File: src/rtl/s2p_pkg.sv
// Shared definitions for the serial2parallel / parallel2serial link pair:
// default frame width, FSM state encoding and the frame-length helper.
package s2p_pkg;

    localparam int unsigned S2P_WIDTH = 32'd8;

    // State encoding shared by both ends of the link
    localparam logic [1:0] IDLE   = 2'd0;
    localparam logic [1:0] SHIFT  = 2'd1;
    localparam logic [1:0] PARITY = 2'd2;

    typedef enum logic [1:0] {
        ST_IDLE   = IDLE,
        ST_SHIFT  = SHIFT,
        ST_PARITY = PARITY
    } s2p_state_e;

    // Number of serial cycles per frame: data bits plus optional parity bit
    function automatic int unsigned frame_len(input int unsigned width, input bit parity_en);
        int unsigned len;
        if (parity_en) begin
            len = width + 32'd1;
        end else begin
            len = width;
        end
        return len;
    endfunction

endpackage

File: src/rtl/p2s_bit_counter.sv
// Frame position counter for parallel2serial. Counts the serial cycle
// currently on the line (0 = bit 0), saturates at LAST and flags it.
module p2s_bit_counter #(
    parameter int          CW   = 4,
    parameter int unsigned LAST = 32'd7
) (
    input  logic          clk,
    input  logic          rst_n,
    input  logic          clear,
    input  logic          enable,
    output logic [CW-1:0] count,
    output logic          is_last
);

    localparam logic [CW-1:0] LAST_C = CW'(LAST);

    logic [CW-1:0] count_q;
    logic [CW-1:0] count_d;

    // Next count: clear wins, advance while enabled, hold at the last position
    always_comb begin
        count_d = count_q;
        if (clear) begin
            count_d = '0;
        end else if (enable && (count_q != LAST_C)) begin
            count_d = count_q + {{(CW-1){1'b0}}, 1'b1};
        end else begin
            count_d = count_q;
        end
    end

    // Counter register with synchronous active-low reset
    always_ff @(posedge clk) begin
        if (!rst_n) begin
            count_q <= '0;
        end else begin
            count_q <= count_d;
        end
    end

    assign count   = count_q;
    assign is_last = (count_q == LAST_C);

endmodule

File: src/rtl/parallel2serial.sv
// Transmit side of the serial2parallel link. Accepts a WIDTH-bit word on a
// valid/ready handshake and shifts it out LSB first, one bit per clock.
// Optional feature macro: P2S_PARITY_EN appends an even-parity bit per frame.
module parallel2serial
    import s2p_pkg::*;
#(
    parameter int unsigned WIDTH = S2P_WIDTH
) (
    input  logic             clk,
    input  logic             rst_n,
    input  logic [WIDTH-1:0] parallel_in,
    input  logic             load_valid,
    output logic             load_ready,
    output logic             serial_start,
    output logic             serial_out,
    output logic             conversation_end,
    output logic             busy
);

`ifdef P2S_PARITY_EN
    localparam bit PAR_EN = 1'b1;
`else
    localparam bit PAR_EN = 1'b0;
`endif

    localparam int unsigned FLEN = frame_len(WIDTH, PAR_EN);
    localparam int          CW   = $clog2(WIDTH + 32'd1);
    // Count value while the final data bit is on the line
    localparam logic [CW-1:0] DATA_LAST = CW'(WIDTH - 32'd1);
    // Count value one cycle before the final frame cycle
    localparam logic [CW-1:0] END_PREV  = CW'(FLEN - 32'd2);

    s2p_state_e       state_q;
    logic [WIDTH-1:0] shift_q;
    logic             serial_out_q;
    logic             serial_start_q;
    logic             conv_end_q;
    logic             busy_q;
`ifdef P2S_PARITY_EN
    logic             parity_q;
`endif

    logic [CW-1:0]    count_s;
    logic             is_last_s;
    logic             ready_s;
    logic             accept_s;
    logic             data_last_s;

    // Ready when idle or when the final cycle of the current frame is on the line
    assign ready_s     = (state_q == ST_IDLE) || (busy_q && is_last_s);
    assign accept_s    = load_valid && ready_s;
    assign data_last_s = (count_s == DATA_LAST);

    p2s_bit_counter #(
        .CW   (CW),
        .LAST (FLEN - 32'd1)
    ) u_bit_counter (
        .clk     (clk),
        .rst_n   (rst_n),
        .clear   (accept_s),
        .enable  (busy_q && !accept_s),
        .count   (count_s),
        .is_last (is_last_s)
    );

    // Frame FSM: load on accept, shift data bits, optional parity cycle, registered outputs
    always_ff @(posedge clk) begin
        if (!rst_n) begin
            state_q        <= ST_IDLE;
            shift_q        <= '0;
            serial_out_q   <= 1'b0;
            serial_start_q <= 1'b0;
            conv_end_q     <= 1'b0;
            busy_q         <= 1'b0;
`ifdef P2S_PARITY_EN
            parity_q       <= 1'b0;
`endif
        end else if (accept_s) begin
            // Bit 0 goes straight to the line; the rest waits in the shifter
            state_q        <= ST_SHIFT;
            shift_q        <= {1'b0, parallel_in[WIDTH-1:1]};
            serial_out_q   <= parallel_in[0];
            serial_start_q <= 1'b1;
            conv_end_q     <= 1'b0;
            busy_q         <= 1'b1;
`ifdef P2S_PARITY_EN
            parity_q       <= ^parallel_in;
`endif
        end else begin
            case (state_q)
                ST_SHIFT: begin
                    if (data_last_s) begin
`ifdef P2S_PARITY_EN
                        state_q        <= ST_PARITY;
                        shift_q        <= '0;
                        serial_out_q   <= parity_q;
                        serial_start_q <= 1'b0;
                        conv_end_q     <= 1'b1;
                        busy_q         <= 1'b1;
`else
                        state_q        <= ST_IDLE;
                        shift_q        <= '0;
                        serial_out_q   <= 1'b0;
                        serial_start_q <= 1'b0;
                        conv_end_q     <= 1'b0;
                        busy_q         <= 1'b0;
`endif
                    end else begin
                        state_q        <= ST_SHIFT;
                        shift_q        <= {1'b0, shift_q[WIDTH-1:1]};
                        serial_out_q   <= shift_q[0];
                        serial_start_q <= 1'b0;
                        conv_end_q     <= (count_s == END_PREV);
                        busy_q         <= 1'b1;
                    end
                end
`ifdef P2S_PARITY_EN
                ST_PARITY: begin
                    state_q        <= ST_IDLE;
                    shift_q        <= '0;
                    serial_out_q   <= 1'b0;
                    serial_start_q <= 1'b0;
                    conv_end_q     <= 1'b0;
                    busy_q         <= 1'b0;
                end
`endif
                default: begin
                    state_q        <= ST_IDLE;
                    shift_q        <= '0;
                    serial_out_q   <= 1'b0;
                    serial_start_q <= 1'b0;
                    conv_end_q     <= 1'b0;
                    busy_q         <= 1'b0;
                end
            endcase
        end
    end

    assign load_ready       = ready_s;
    assign serial_out       = serial_out_q;
    assign serial_start     = serial_start_q;
    assign conversation_end = conv_end_q;
    assign busy             = busy_q;

endmodule
File: config.mk
export PLATFORM = sky130hd
export DESIGN_NAME = parallel2serial
export DESIGN_NICKNAME = d
export VERILOG_FILES = /design/src/rtl/s2p_pkg.sv /design/src/rtl/p2s_bit_counter.sv /design/src/rtl/parallel2serial.sv
export SDC_FILE = /design/constraint.sdc
export NUM_CORES = 1
export LEC_CHECK = 0
export ABC_CLOCK_PERIOD_IN_PS = 1850
export CAP_MARGIN = 40
export CORE_MARGIN = 3
export CORE_UTILIZATION = 42
export DETAILED_ROUTE_END_ITERATION = 6
export DONT_BUFFER_PORTS = 1
export PLACE_DENSITY_LB_ADDON = 0.2
export SLEW_MARGIN = 5
export SYNTH_ARGS = -nofsm -noshare
export SYNTH_HDL_FRONTEND = slang
export SYNTH_SLANG_ARGS = --single-unit
export TNS_END_PERCENT = 5
File: constraint.sdc
create_clock -name clk -period 1.85 [get_ports clk]
set_clock_uncertainty 0.05 [all_clocks]
set_input_delay 0.37 -clock clk [delete_from_list [all_inputs] [get_ports clk]]
set_output_delay 0.37 -clock clk [all_outputs]
set_load 0.03 [all_outputs]
==> reports/metrics.cfg <==
[logic_synthesis]
synthArstFlopShare=0
yosysSeqAreaShare=0.514
post-synth-top-count-cell=dfxtp_1
yosys.cell_types.count=25
yosysWarnings=0
synth.area.top_cells=dfxtp_1, a22o_1, ha_1, nand3b_4, and2_1
synth_area_per_cell_um2=11.5
synth_area_um2=584
synth_top_cell_by_area=dfxtp_1
postSynthNetCount=64
synth_top_area_share=0.514
ys_seq_elements=15
syn_inst=51
synth_edf_count=0
ys_top_cells_by_count=dfxtp_1, a22o_1, inv_1
synth_flop_cell=dfxtp_1

[run_status]
status=finished, final reports clean

[critical_path]
required_ns=1.43
timing.rr.start=u_bit_counter.count[0]$_SDFFE_PP0P_
crit_path_end_kind=primary output
cpPeakStageDelay_ns=0.41
critPathKind=register to primary output
rr_endpoint=u_bit_counter.count[0]$_SDFFE_PP0P_
reg2reg_slack_ns=0.47
arrival_ns=1.33
reg2reg_depth=4
path_cells=ha_4 > nand3b_4 > and2_1 > inv_2
crit_fanout=5
critPathLaunchType=register
slowest_stage=dfxtp_1

[hold_path]
min-delay-start=rst_n
hold_end=state_q[0]$_SDFF_PN0_
hold_class=primary input to register
hold_depth=1

[global_routing]
grt_overflow=0
grt_usage=0.118
grt_max_degree=10
grt_pass1_vias=374
antenna_found_initial=0
grt_pass1_wl_um=1680

[layout]
drive_gt1_frac=0.204
area_growth_pct=8.35
n_antenna_cell=0
fillers=119
layout.nets=68

[sta]
finalCriticalPeriod_ns=1.75
max_freq_mhz=571
post-route-period-util=0.947
fin_setup_tns_ns=0
drv_slew=0
setup_viol=0
slew_headroom=0.738
finalHoldViolCount=0
tightestPinTransition_ns=0.383
rsz0062_at_grt=false

[floorplanning]
core-area_mm2=0.00120
die_h_um=43.3
io_pins=16
fp.dieW_um=43.3
dieArea_mm2=0.00187
initial_core_util=0.486
rows=12

[placed_design]
portBuffers=0
place_congestion=0.740
dpl.hpwl_um=786

[routing]
drt-total-wl_um=1040
drcViolationCount=0
via_per_inst=5.71
drt_pass1_iterations=4
ant_nets=0
via_count=388
wl_per_cell_um=15.3
first_iter_violations=8

[power_and_ir_drop]
p_seq_frac=0.622
swShare=0.225
p_sw_mw=0.127
finalPower_mw=0.563
vdd_drop_max_mv=0.580
total_leakage_power_nw=0.278
power_frac_comb=0.070
p_clk_frac=0.308
internal-power_mw=0.436
power_density_mw_per_mm2=889

[clocking]
holdBufCountCts=0
cts_resized=2
clock_latency_ns=0.27
clockRootBuffer=clkbuf_4
clock_sinks=15
ctsHtreeMaxLevel=1
clk_pin_slew_ns=0.08
tritoncts=yes
postCtsSetupBuffers=0
numCtsBuffers=3
clockBufferDepth=2

[flow_run]
maxCapViolations=0

-- power groups by stage --
stage	combinational, mW	clock, mW	sequential, mW
6_report	0.0396	0.173	0.350
5_1_grt	0.0442	0.200	0.352
4_1_cts	0.0401	0.184	0.349
3_5_place_dp	0.0394	0	0.356
3_3_place_gp	0.0370	0	0.355
2_1_floorplan	0.0339	0	0.355
-- kinds of logic after synthesis --
kind of cell	synth area share
AO/OA/AOI/OAI	0.216
flip-flops	0.514
buffers and inverters	0.0471
AND/OR/NAND/NOR	0.180
adder cells (fa/ha/maj)	0.0428
-- critical path, delay by kind of cell, from the launching register on --
| family | cells | cell delay [ns] |
|---|---|---|
| and+or+nand+nor | 2 | 0.33 |
| adders and majority gates | 1 | 0.18 |
| buffers and inverters | 1 | 0.14 |
| DFF | 1 | 0.41 |
-- sequential cells by signal, summed over array words and instances, names as in the netlist --
name	cells
shift_q	7
u_bit_counter.count	4
serial_out	1
conversation_end	1
serial_start	1
state_q	1
-- worst max-delay path by stage --
stage / from / end / slack, ns
finish: u_bit_counter.count[0]$_SDFFE_PP0P_ / load_ready / 0.1
global route: u_bit_counter.count[0]$_SDFFE_PP0P_ / load_ready / 0.006
CTS: u_bit_counter.count[1]$_SDFFE_PP0P_ / load_ready / 0.03
detailed placement: u_bit_counter.count[1]$_SDFFE_PP0P_ / load_ready / 0.25
global placement: u_bit_counter.count[1]$_SDFFE_PP0P_ / load_ready / 0.32
floorplan: u_bit_counter.count[1]$_SDFFE_PP0P_ / load_ready / 0.36
-- layout make-up --
cell class                 instances  area [um^2]  area share
sequential                        15          302       0.476
multi-input combinational         31          269       0.425
clock buffer                       4         26.3      0.0415
tap                               14         17.5      0.0277
inverter                           3         11.3      0.0178
timing repair buffer               1         7.51      0.0119
-- stage by stage --
step / area, um^2 / util / setup slack, ns / hold WS (ns) / instances
2_1_floorplan: 584 / - / 0.356 / 0.376 / 51
3_3_place_gp: 593 / 0.494 / 0.317 / 0.378 / 64
3_5_place_dp: 593 / 0.494 / 0.248 / 0.383 / 64
4_1_cts: 622 / 0.518 / 0.0273 / 0.151 / 68
5_1_grt: 633 / 0.527 / 0.00584 / 0.143 / 68
6_report: 633 / 0.527 / 0.0985 / 0.161 / 68
-- placed cells by master, fill, tap and decap left out, types with 2 or more instances in the layout --
master / n
and2_1: 2
nand2b_1: 2
inv_1: 2
a21oi_1: 2
clkbuf_4: 3
a22o_1: 7
dfxtp_1: 14
-- layer usage --
| layer | vias to the layer above | part of all wire | track usage | routed length (um) |
|---|---|---|---|---|
| met4 | 0 | 0 | 0 | 0 |
| met2 | 11 | 0.51 | 0.204 | 526 |
| met3 | 0 | 0.068 | 0.0720 | 71 |
| li1 | 194 | - | - | - |
| met1 | 183 | 0.42 | 0.133 | 439 |
| met5 | - | 0 | 0 | 0 |
Note: power is estimated with default switching activity, not from simulation.
